File: src/rtl/uart_tx_arbiter.sv
// rtl/uart_tx_arbiter.sv - round-robin per-packet arbiter sharing one UART transmitter
module uart_tx_arbiter #(
  parameter int N_REQ       = 4,
  parameter int TIMEOUT_CYC = 500000
) (
  input  logic               clk,
  input  logic               rst,
  input  logic [N_REQ-1:0]   req_run,
  input  logic [N_REQ-1:0]   req_start,
  input  logic [8*N_REQ-1:0] req_data,
  input  logic               tx_idle,
  output logic [7:0]         tx_data,
  output logic               start_tx,
  output logic [N_REQ-1:0]   req_tx_idle,
  output logic [N_REQ-1:0]   grant,
  output logic               busy,
  output logic               timeout_err,
  output logic               drop_err
);

  localparam int IW = (N_REQ > 1) ? $clog2(N_REQ) : 1;
  localparam int CW = (TIMEOUT_CYC > 1) ? $clog2(TIMEOUT_CYC) : 1;
  localparam logic [CW-1:0] CNT_LAST = CW'(TIMEOUT_CYC - 1);

  typedef enum logic [1:0] {S_IDLE, S_OWN, S_RELEASE} state_e;

  state_e                state_q;
  logic [IW-1:0]         owner_q;
  logic [IW-1:0]         last_owner_q;
  logic [N_REQ-1:0]      grant_q;
  logic [N_REQ-1:0]      pend_q;
  logic [N_REQ-1:0][7:0] pend_data_q;
  logic [7:0]            tx_data_q;
  logic                  start_tx_q;
  logic                  start_d1_q;
  logic                  busy_q;
  logic                  timeout_err_q;
  logic                  drop_err_q;
  logic                  tx_idle_q;
  logic [CW-1:0]         cnt_q;

  logic [N_REQ-1:0]      cand;
  logic [IW-1:0]         rr_idx;
  logic [IW-1:0]         pick_idx;
  logic                  pick_ok;
  logic [7:0]            owner_data;
  logic                  owner_start;
  logic                  owner_pend;
  logic                  owner_run;
  logic                  idle_changed;
  logic                  can_release;
  logic                  timeout_hit;

  // Round-robin search starting at the requester after the last owner; the
  // loop runs backwards so the nearest candidate is the one that sticks.
  always_comb begin
    cand     = req_run | pend_q;
    pick_idx = last_owner_q;
    rr_idx   = '0;
    for (int k = N_REQ; k >= 1; k--) begin
      rr_idx = IW'((int'(last_owner_q) + k) % N_REQ);
      if (cand[rr_idx]) pick_idx = rr_idx;
    end
    pick_ok = (|cand) && tx_idle;
  end

  assign owner_data   = req_data[{owner_q, 3'b000} +: 8];
  assign owner_start  = req_start[owner_q];
  assign owner_pend   = pend_q[owner_q];
  assign owner_run    = req_run[owner_q];
  assign idle_changed = (tx_idle != tx_idle_q);

  // The last start_tx must have had time to pull tx_idle low before we trust it.
  assign can_release = !owner_run && !owner_pend && !owner_start && tx_idle &&
                       !start_tx_q && !start_d1_q;
  assign timeout_hit = (cnt_q == CNT_LAST) && !owner_start && !idle_changed;

  // Arbiter FSM, pending-start buffers and all registered outputs.
  always_ff @(posedge clk) begin
    if (rst) begin
      state_q       <= S_IDLE;
      owner_q       <= '0;
      last_owner_q  <= IW'(N_REQ - 1);
      grant_q       <= '0;
      pend_q        <= '0;
      pend_data_q   <= '0;
      tx_data_q     <= '0;
      start_tx_q    <= 1'b0;
      start_d1_q    <= 1'b0;
      busy_q        <= 1'b0;
      timeout_err_q <= 1'b0;
      drop_err_q    <= 1'b0;
      tx_idle_q     <= 1'b1;
      cnt_q         <= '0;
    end else begin
      start_tx_q    <= 1'b0;
      timeout_err_q <= 1'b0;
      start_d1_q    <= start_tx_q;
      tx_idle_q     <= tx_idle;

      // Non-owner starts are parked; a second one before replay loses a byte,
      // unless the parked one is being replayed on this very grant.
      for (int i = 0; i < N_REQ; i++) begin
        if (req_start[i] && !grant_q[i]) begin
          pend_q[i]      <= 1'b1;
          pend_data_q[i] <= req_data[8*i +: 8];
          if (pend_q[i] && !(state_q == S_IDLE && pick_ok && pick_idx == IW'(i)))
            drop_err_q <= 1'b1;
        end
      end

      case (state_q)
        S_IDLE: begin
          if (pick_ok) begin
            state_q <= S_OWN;
            owner_q <= pick_idx;
            grant_q <= N_REQ'(1) << pick_idx;
            busy_q  <= 1'b1;
            cnt_q   <= '0;
            // Replay lands together with the grant, on the first owned cycle.
            if (pend_q[pick_idx]) begin
              start_tx_q <= 1'b1;
              tx_data_q  <= pend_data_q[pick_idx];
              if (!req_start[pick_idx]) pend_q[pick_idx] <= 1'b0;
            end
          end
        end

        S_OWN: begin
          if (owner_start || idle_changed) cnt_q <= '0;
          else if (cnt_q != CNT_LAST) cnt_q <= cnt_q + 1'b1;

          if (can_release) begin
            state_q <= S_RELEASE;
            grant_q <= '0;
            busy_q  <= 1'b0;
          end else if (timeout_hit) begin
            state_q         <= S_RELEASE;
            grant_q         <= '0;
            busy_q          <= 1'b0;
            timeout_err_q   <= 1'b1;
            pend_q[owner_q] <= 1'b0;
          end else if (owner_pend) begin
            // Buffered byte goes first; a colliding live start takes its slot.
            start_tx_q <= 1'b1;
            tx_data_q  <= pend_data_q[owner_q];
            if (owner_start) pend_data_q[owner_q] <= owner_data;
            else pend_q[owner_q] <= 1'b0;
          end else if (owner_start) begin
            start_tx_q <= 1'b1;
            tx_data_q  <= owner_data;
          end
        end

        S_RELEASE: begin
          last_owner_q <= owner_q;
          state_q      <= S_IDLE;
        end

        default: state_q <= S_IDLE;
      endcase
    end
  end

  assign tx_data     = tx_data_q;
  assign start_tx    = start_tx_q;
  assign grant       = grant_q;
  assign busy        = busy_q;
  assign timeout_err = timeout_err_q;
  assign drop_err    = drop_err_q;
  assign req_tx_idle = ~grant_q | {N_REQ{tx_idle}};

endmodule

File: config.mk
export PLATFORM = sky130hd
export DESIGN_NAME = uart_tx_arbiter
export DESIGN_NICKNAME = d
export VERILOG_FILES = /design/src/rtl/uart_tx_arbiter.sv
export SDC_FILE = /design/constraint.sdc
export NUM_CORES = 1
export LEC_CHECK = 0
export BUFFER_PORTS_ARGS = -buffer_cell sky130_fd_sc_hd__buf_2
export CELL_PAD_IN_SITES_DETAIL_PLACEMENT = 1
export CELL_PAD_IN_SITES_GLOBAL_PLACEMENT = 1
export CORE_MARGIN = 2
export CORE_UTILIZATION = 45
export CTS_CLUSTER_SIZE = 24
export DETAILED_ROUTE_END_ITERATION = 8
export PLACE_DENSITY = 0.85
export SLEW_MARGIN = 10
export SYNTH_ARGS = -nofsm -noshare
export SYNTH_HDL_FRONTEND = slang
export SYNTH_SLANG_ARGS = --single-unit
File: constraint.sdc
create_clock -name clk -period 6.06 [get_ports clk]
set_input_delay 0.303 -clock clk [delete_from_list [all_inputs] [get_ports clk]]
set_output_delay 0.303 -clock clk [all_outputs]
set_load 0.02 [all_outputs]
* Word-level counts from Yosys, hierarchy flattened
Cells that the tools add are included.
** Cells by class
- Bitwise operators :: 8
- Reduce and logical (&&, ||, !) cells :: 48
- Muxes and demuxes :: 101
- Add/sub/neg operators :: 5
- Magnitude comparators :: 8
- Eq/ne operators :: 15
- Shift-type cells :: 2
** Operator list (number)
- 2-to-1 mux 32 bit :: 5
- 2-to-1 mux 8 bit :: 17
- 2-to-1 mux 19 bit :: 3
- 2-to-1 mux 4 bit :: 10
- case mux 19 bit (2 select lines) :: 1
- 2-to-1 mux 1 bit :: 37
- binary-select mux 8 bit (select 2 bit) :: 2
- bitwise mux 32 bit :: 1
- variable part select 32 x 6 -> 8 bit :: 1
- logical AND 1 bit :: 23
- adder 19 x 1 -> 19 bit (second input constant) :: 1
- == test 19 bit (second input constant) :: 1
- != test 19 bit (second input constant) :: 1
- binary-select mux 1 bit (select 2 bit) :: 9
- < comparator 2 x 3 -> 1 bit (second input constant) :: 6
- demux 8 bit (select 2 bit) :: 1
- case mux 4 bit (2 select lines) :: 2
- case mux 8 bit (2 select lines) :: 1
- logical NOT 1 bit :: 14
- 2-to-1 mux 2 bit :: 7
- NOT 4 bit :: 3
- != test 3 bit (second input constant) :: 3
- bitwise AND 4 bit :: 2
- OR 4 bit :: 2
- other kinds (21) :: 34
** Word-level totals
- Input port bits :: 43
- Logic and storage cells :: 204
- Output and inout port bits :: 20
- Bits in registers :: 79

* Logic depth before layout (Yosys ltp)
Gate-level depths: netlist of the first run.
- Word-level depth :: 19
- Mapped depth :: 9
- Gate-level depth less buffers :: 7

* Worst setup path before layout of the first run
Ideal clock, no wire load.
- Path kind :: reg2reg
- From :: register owner_q[0]
- To :: register cnt_q[5]
- Required time :: 5.925 ns
- Data arrival time :: 2.167 ns
- Slack :: 3.759 ns
- Path buffers :: 2
- Cell stages (with the launch flop) :: 9
- Setup time :: 0.135 ns
- Period minus slack after synthesis :: 2.301 ns
- Path through :: dfxtp_1 buf_6 mux4_2 or3_4 or3_1 buf_6 and4b_4 xnor2_1 nor2_1
** On the way
- Longest elaborated chain between the ends :: 5
- Elaborated cells on any way between the ends :: 7
- Those cells by class :: 1 x eq/ne; 4 x mux; 2 x reduce/logical
** Ends and longest elaborated chain
- from (decl) :: RTL line 28 : logic [IW-1:0] owner_q;
- from (signal assigned) :: RTL line 116 : owner_q <= pick_idx;
- binary-select mux 1 bit (select 2 bit) * :: RTL line 68 : assign owner_start = req_start[owner_q];
- 2-to-1 mux 1 bit (implied by the code) * :: RTL line 68
- logical OR 1 bit * :: RTL line 130 : if (owner_start || idle_changed) cnt_q <= '0;
- != test 3 bit (no line) or 2-to-1 mux 19 bit (tied branches)
- AND reduction 3 bit (no line) or case mux 19 bit (2 select lines) (tied branches)
- to (signal assigned) :: RTL line 131 : else if (cnt_q != CNT_LAST) cnt_q <= cnt_q + 1'b1;
- to (decl) :: RTL line 40 : logic [CW-1:0] cnt_q;
Every way passes the cells marked *; elsewhere a longest branch is shown, timed or not. The select of a mux whose other input is x is not followed.
A chain may end at the register's enable or synchronous reset.

* Worst setup path after layout of the first run
- From :: register owner_q[1]
- To :: register pend_data_q[22] (netlist name)
** On the way
- Longest elaborated chain between the ends :: 10
- Elaborated cells on any way between the ends :: 28
- Those cells by class :: 2 x order compare; 1 x shift; 14 x mux; 11 x reduce/logical
** Ends and longest elaborated chain
- < comparator 2 x 3 -> 1 bit (implied by the code), or another cell as far along :: RTL line 147 : if (owner_start) pend_data_q[owner_q] <= owner_data;
- logical AND 1 bit (implied by the code), or another cell as far along :: RTL line 147
- 2-to-1 mux 8 bit (implied by the code) or logical NOT 1 bit (tied branches) :: RTL line 147, 74
- demux 8 bit (select 2 bit) or logical AND 1 bit (tied branches) :: RTL line 147, 74
- bitwise mux 32 bit or logical AND 1 bit (tied branches) :: RTL line 147, 74
- 2-to-1 mux 32 bit or logical AND 1 bit (tied branches) :: RTL line 147, 74
- 2-to-1 mux 32 bit or logical AND 1 bit (tied branches) :: RTL line 143, 74
- 2-to-1 mux 32 bit or logical AND 1 bit (tied branches) :: RTL line 137, 75
- 2-to-1 mux 32 bit * :: RTL line 133 : if (can_release) begin
- 2-to-1 mux 32 bit * :: RTL line 112 : case (state_q)
- to (signal, indexed assignment) :: RTL line 106 : pend_data_q[i] <= req_data[8*i +: 8];
- to (signal, indexed assignment) :: RTL line 147
- to (decl) :: RTL line 32 : logic [N_REQ-1:0][7:0] pend_data_q;
Marks and branches as above.

==> results of run 1 <==
-- per-stage QoR --
stage	power [mW]	cells
2_1_floorplan	0.818	579
3_3_place_gp	0.906	747
3_5_place_dp	0.920	747
4_1_cts	1.34	763
5_1_grt	1.40	763
6_report	1.34	763
-- registers in the layout (all words and copies together) (netlist names) --
name          flops
tx_idle_q         1
start_tx          1
last_owner_q      2
state_q           2
cnt_q            19
grant             4
start_d1_q        1
timeout_err       1
busy              1
pend_data_q      32
tx_data           8
owner_q           2
pend_q            4
drop_err          1
-- logic make-up (layout without fill, tap and decap cells) --
| kind of cell | count (synthesis) | count (layout) | synth area share (%) |
|---|---|---|---|
| and+or+nand+nor | 190 | 190 | 19.2 |
| AOI/OAI and AO/OA | 166 | 166 | 23.3 |
| buffers and inverters | 80 | 128 | 6.99 |
| DFF | 79 | 79 | 32.5 |
| muxes | 46 | 46 | 14.8 |
| xor gates and xnor gates | 17 | 17 | 3.06 |
| adders and majority gates | 1 | 1 | 0.257 |
-- power by group through the flow --
| stage | clock network [mW] | logic [mW] | registers [mW] |
|---|---|---|---|
| global placement | 0 | 0.315 | 0.591 |
| detailed placement | 0 | 0.327 | 0.593 |
| floorplan | 0 | 0.227 | 0.591 |
| global route | 0.456 | 0.362 | 0.586 |
| finish | 0.422 | 0.334 | 0.582 |
| CTS | 0.432 | 0.329 | 0.581 |
-- cell type report --
class	count	share of cell area [%]
multi-input cells	420	54.4
clock buffers	12	2.47
clock inverters	4	1.28
repair buffers	72	7.05
well taps	136	3.11
inverters	40	2.75
flip-flops and latches	79	28.9
-- layer usage --
layer	GRT usage, %	wire length [microns]	vias to the layer above
li1	-	-	2214
met1	37.3	6980	2338
met3	6.75	1040	30
met2	45.5	7390	194
met5	0	0	-
met4	11.0	383	0
-- worst paths after layout --
| kind | to |
|---|---|
| worst min-delay path | pend_data_q[25]$_SDFF_PP0_ |
| worst max register to register | pend_data_q[22]$_SDFF_PP0_ |
| worst max-delay path | pend_data_q[22]$_SDFF_PP0_ |
| worst min register to register | tx_data[0]$_SDFFE_PP0P_ |
-- synthesized netlist by cell type (5+ instances only) --
master    instances  share of area [%]
a211oi_1         66                 10
a21oi_1          33                3.4
mux4_2           16                7.4
o21ai_0          16                1.6
mux2i_1          18                3.7
xnor2_1           9                1.6
or3_1             5               0.64
o21a_1            8                1.2
a31oi_1           9                1.2
o211ai_1         11                1.7
and3_1            7               0.90
nor4_1            6               0.77
inv_1            37                2.9
dfxtp_1          79                 32
buf_2            10                1.0
clkbuf_1         22                1.7
nor2_1           60                4.6
nor3_1           12                1.2
nor2b_1          13                1.7
mux2_2            9                2.1
xor2_1            8                1.4
nand4_1           6               0.77
nand3_1           7               0.72
nand2b_1          8                1.0
nand2_1          50                3.9
-- critical path, delay by kind of cell (launching register included) --
family,cells,cell delay (ns)
AO/OA/AOI/OAI,2,0.87
AND/OR/NAND/NOR,2,0.71
flip-flops,1,0.83
multiplexers,1,0.63
==> flow_metrics.tcl, run 1 <==
set metrics [dict create \
    powerDensity_mw_per_mm2 245 \
    grtUsageTotal_pct 28.4 \
    internal_power_mw 0.913 \
    synth_cells 579 \
    clock_latency_ns 0.37 \
    min_from "req_data[25]" \
    r2r_start "owner_q[1]$_SDFFE_PP0N_" \
    syn_area_sq_mm 0.00487 \
    io_buffers 62 \
    fin_hold_ws_ns 0.321 \
    cp_cell_sequence "mux4_2 > nor3_1 > o21bai_1 > and3_1 > a211oi_1" \
    power.share.switching_pct 31.8 \
    wl_mm 15.8 \
    die_h_microns 108 \
    ys_types 63 \
    period_minus_slack_ns 3.20 \
    clockBufferDepth 2 \
    syn_area_per_cell_sq_um 8.41 \
    max_freq_mhz 312 \
    grt_pass1_vias 5008 \
    setup_tns_ns 0 \
    ys_seq_area_share_pct 32.5 \
    finalMaxSlewViolations 0 \
    multi_input_area_sq_mm 0.00297 \
    layout-drive-gt1-share_pct 19.3 \
    reg2reg_depth 5 \
    hold_path.class "input port to flop" \
    crit_path_top_delay_cell "dfxtp_1" \
    grt_max_degree 56 \
    dieWidth_microns 108 \
    io-pin-count 63 \
    rows 37 \
    finalHoldViolCount 0 \
    dp_hpwl_mm 11.1 \
    setup_viol 0 \
    end_kind "flop" \
    firstDrtPassIters 5 \
    synthArstFlopShare_pct 0 \
    tightestPinTransition_ns 0.892 \
    avgRoutedWirePerCell_microns 20.7 \
    dp_slack_ns 2.94 \
    htreeDepth 3 \
    clkSlewWorstSetupHoldPaths_ns 0.08 \
    gp_congestion 0.868 \
    worst-path-max-fanout 20 \
    setup.worst_path.start "owner_q[1]$_SDFFE_PP0N_" \
    postCtsSetupRepairBufs 0 \
    drc_errors 0 \
    status "complete, no violations" \
    comb_power_share_pct 24.9 \
    max-vdd-ir-drop_mv 0.122 \
    vias_per_cell 6.26 \
    layout.area.seq_sq_mm 0.00158 \
    synth_fp_nets 623 \
    grt_setup_unrepaired "false" \
    diodes 0 \
    max_stage_delay_ns 0.83 \
    ctsHoldBuffers 0 \
    final.setup_skew_ns 0.0103 \
    vias 4776 \
    hold_depth 3 \
    post-route-period-util_pct 52.8 \
    grt_pass1_wl_mm 25.6 \
    fin_ws_ns 2.86 \
    coreArea_sq_mm 0.0104 \
    initial_core_util_pct 46.8 \
    clkPwrFrac_pct 31.6 \
    relSlewSlack_pct 40.4 \
    fin_util_pct 52.5 \
    ys_warn_count 0 \
    clock-root-buffer "clkbuf_8" \
    layout_common_cells "dfxtp_1, a211oi_1, buf_2" \
    seq_power_share_pct 43.5 \
    final_area_sq_mm 0.00546 \
    syn_to_final_growth_pct 12.2 \
    synth_flop_cell "dfxtp_1" \
    maxCapViolations 0 \
    p_leak_nw 2.14 \
    start_kind "flop" \
    crit_required_ns 6.28 \
    fill_cells 1296 \
    cts_num_sinks 79 \
    critPathKind "flop to flop" \
    ys_seq_elements 79 \
    cts_buffers 9 \
    cts_resized 0 \
    place_area_sq_mm 0.00525 \
    synth_edf_count 0 \
    power_switching_mw 0.426 \
    cp.arrival_ns 3.42 \
    die-area_sq_mm 0.0117 \
    cts_tree "built" \
    drt_iter0_drc 267 \
    antenna_found_initial 0 \
    overflow 0 \
    r2r_setup_slack_ns 2.86 \
    layout_commonest_cell "dfxtp_1" \
    layout.nets 666 \
    ant_nets 0 \
]
Note: power is estimated with default switching activity, not from simulation.
==> run 2, diff against run 1 <==
--- a/config.mk
+++ b/config.mk
@@ -9,10 +9,10 @@
 export CELL_PAD_IN_SITES_DETAIL_PLACEMENT = 1
 export CELL_PAD_IN_SITES_GLOBAL_PLACEMENT = 1
 export CORE_MARGIN = 2
-export CORE_UTILIZATION = 45
+export CORE_UTILIZATION = 44
 export CTS_CLUSTER_SIZE = 24
 export DETAILED_ROUTE_END_ITERATION = 8
-export PLACE_DENSITY = 0.85
+export PLACE_DENSITY = 0.84
 export SLEW_MARGIN = 10
 export SYNTH_ARGS = -nofsm -noshare
 export SYNTH_HDL_FRONTEND = slang
==> constraint.sdc (replaced) <==
create_clock -name clk -period 3.12 [get_ports clk]
set_input_delay 0.156 -clock clk [delete_from_list [all_inputs] [get_ports clk]]
set_output_delay 0.156 -clock clk [all_outputs]
set_load 0.02 [all_outputs]
==> run 2 against run 1 <==
Effect of this change: power rose by 93%; fmax rose by 16%; register-to-register slack got worse by 2.5 ns; largest power group unchanged; highest routed layer unchanged; critical path depth rose by 1.
==> flow_metrics.tcl, run 2 (synthesis gave the netlist of run 1 again) <==
set metrics [dict create \
    finalMaxSlewViolations 0 \
    worst-path-max-fanout 9 \
    vias_per_cell 6.29 \
    crit_path_top_delay_cell "o32ai_4" \
    die_h_microns 109 \
    overflow 0 \
    fin_ws_ns 0.368 \
    powerDensity_mw_per_mm2 468 \
    wl_mm 16.4 \
    diodes 0 \
    setup_viol 0 \
    clockBufferDepth 2 \
    die-area_sq_mm 0.0119 \
    max_freq_mhz 363 \
    p_leak_nw 2.17 \
    avgRoutedWirePerCell_microns 21.2 \
    cp.arrival_ns 3.04 \
    clkSlewWorstSetupHoldPaths_ns 0.09 \
    clock-root-buffer "clkbuf_8" \
    coreArea_sq_mm 0.0108 \
    syn_to_final_growth_pct 13.5 \
    end_kind "flop" \
    reg2reg_depth 6 \
    dp_slack_ns 0.211 \
    cp_cell_sequence "nor2_1 > o311ai_0 > a22o_1 > a221oi_1 > o32ai_4 > mux2i_1" \
    setup_tns_ns 0 \
    htreeDepth 3 \
    relSlewSlack_pct 20.7 \
    hold_path.class "input port to flop" \
    max-vdd-ir-drop_mv 0.258 \
    grt_setup_unrepaired "false" \
    critPathKind "flop to flop" \
    io_buffers 62 \
    ant_nets 0 \
    post-route-period-util_pct 88.2 \
    cts_num_sinks 79 \
    top_register "pend_data_q" \
    rows 38 \
    hold_depth 3 \
    largest_reg_flops 32 \
    layout.nets 673 \
    maxCapViolations 0 \
    vias 4850 \
    grt_max_degree 30 \
    tightestPinTransition_ns 1.18 \
    grt_pass1_vias 5135 \
    start_kind "flop" \
    layout-drive-gt1-share_pct 20.3 \
    layout_common_cells "dfxtp_1, a211oi_1, buf_2" \
    drt_iter0_drc 323 \
    dp_hpwl_mm 11.6 \
    final.setup_skew_ns 0.0125 \
    dieWidth_microns 109 \
    firstDrtPassIters 5 \
    place_area_sq_mm 0.00532 \
    period_minus_slack_ns 2.75 \
    clock_latency_ns 0.37 \
    grt_pass1_wl_mm 25.9 \
    io-pin-count 63 \
    cts_buffers 9 \
    antenna_found_initial 0 \
    initial_core_util_pct 44.9 \
    grtUsageTotal_pct 28.4 \
    status "complete, no violations" \
    drc_errors 0 \
    final_area_sq_mm 0.00553 \
    crit_required_ns 3.40 \
    cts_tree "built" \
    max_stage_delay_ns 0.62 \
    layout_commonest_cell "dfxtp_1" \
    gp_congestion 0.916 \
    finalHoldViolCount 0 \
]
[run 2: cell types whose count changed in the layout (fill, tap and decap cells not counted), moves of 2 or more]
| cell | change |
|---|---|
| clkbuf_8 | +2 |
| clkinv_2 | -2 |
| clkbuf_1 | -2 |
| buf_4 | +6 |
[run 2: worst paths after layout]
path / slack (ns) / endpoint / from
worst max-delay path: 0.37 / tx_data[6]$_SDFFE_PP0P_ / pend_q[1]$_SDFF_PP0_
worst min-delay path: 0.18 / pend_data_q[31]$_SDFF_PP0_ / req_data[31]
worst min register to register: 0.47 / drop_err$_SDFF_PP0_ / drop_err$_SDFF_PP0_
worst max register to register: 0.37 / tx_data[6]$_SDFFE_PP0P_ / pend_q[1]$_SDFF_PP0_
[run 2: metrics by stage]
step | hold slack [ns] | power [mW] | util (%) | cells
6_report | 0.184 | 2.59 | 51.0 | 771
5_1_grt | 0.193 | 2.69 | 51.0 | 771
4_1_cts | 0.180 | 2.57 | 50.8 | 771
3_5_place_dp | 0.461 | 1.81 | 49.1 | 758
3_3_place_gp | 0.440 | 1.77 | 49.1 | 758
2_1_floorplan | 0.318 | 1.59 | - | 579
[run 2: report_power, final]
| part | internal (mW) | leakage (nW) | switching [mW] |
|---|---|---|---|
| Clock | 0.402 | 0.0944 | 0.379 |
| Combinational | 0.273 | 1.43 | 0.411 |
| Sequential | 1.07 | 0.647 | 0.0549 |
[run 2: layout make-up]
class / instances / area, sq um
inverters: 40 / 150
multi-input cells: 420 / 2980
flip-flops and latches: 79 / 1580
fillers: 1346 / 5320
clock inverters: 1 / 30.0
clock buffers: 12 / 155
well taps: 140 / 175
repair buffers: 79 / 450
[run 2: critical path: cells and delay by family, from the launching register on]
family          cells  cell delay (ns)
flops               1             0.50
compound gates      4             1.84
mux                 1             0.27
simple gates        1             0.07
[run 2: repair_timing]
action / in CTS / in global routing
resized for setup: 0 / 2
hold buffers: 0 / 0
setup endpoints to repair: 0 / 9
buffers inserted: 0 / 0
[run 2: per-layer routing]
layer	up-vias	wire [microns]	share of wire, %	global-route usage (%)
li1	2221	-	-	-
met1	2423	6990	43	34.4
met2	168	8090	49	49.8
met3	38	933	5.7	5.56
met4	0	354	2.2	10.2
met5	-	0	0	0
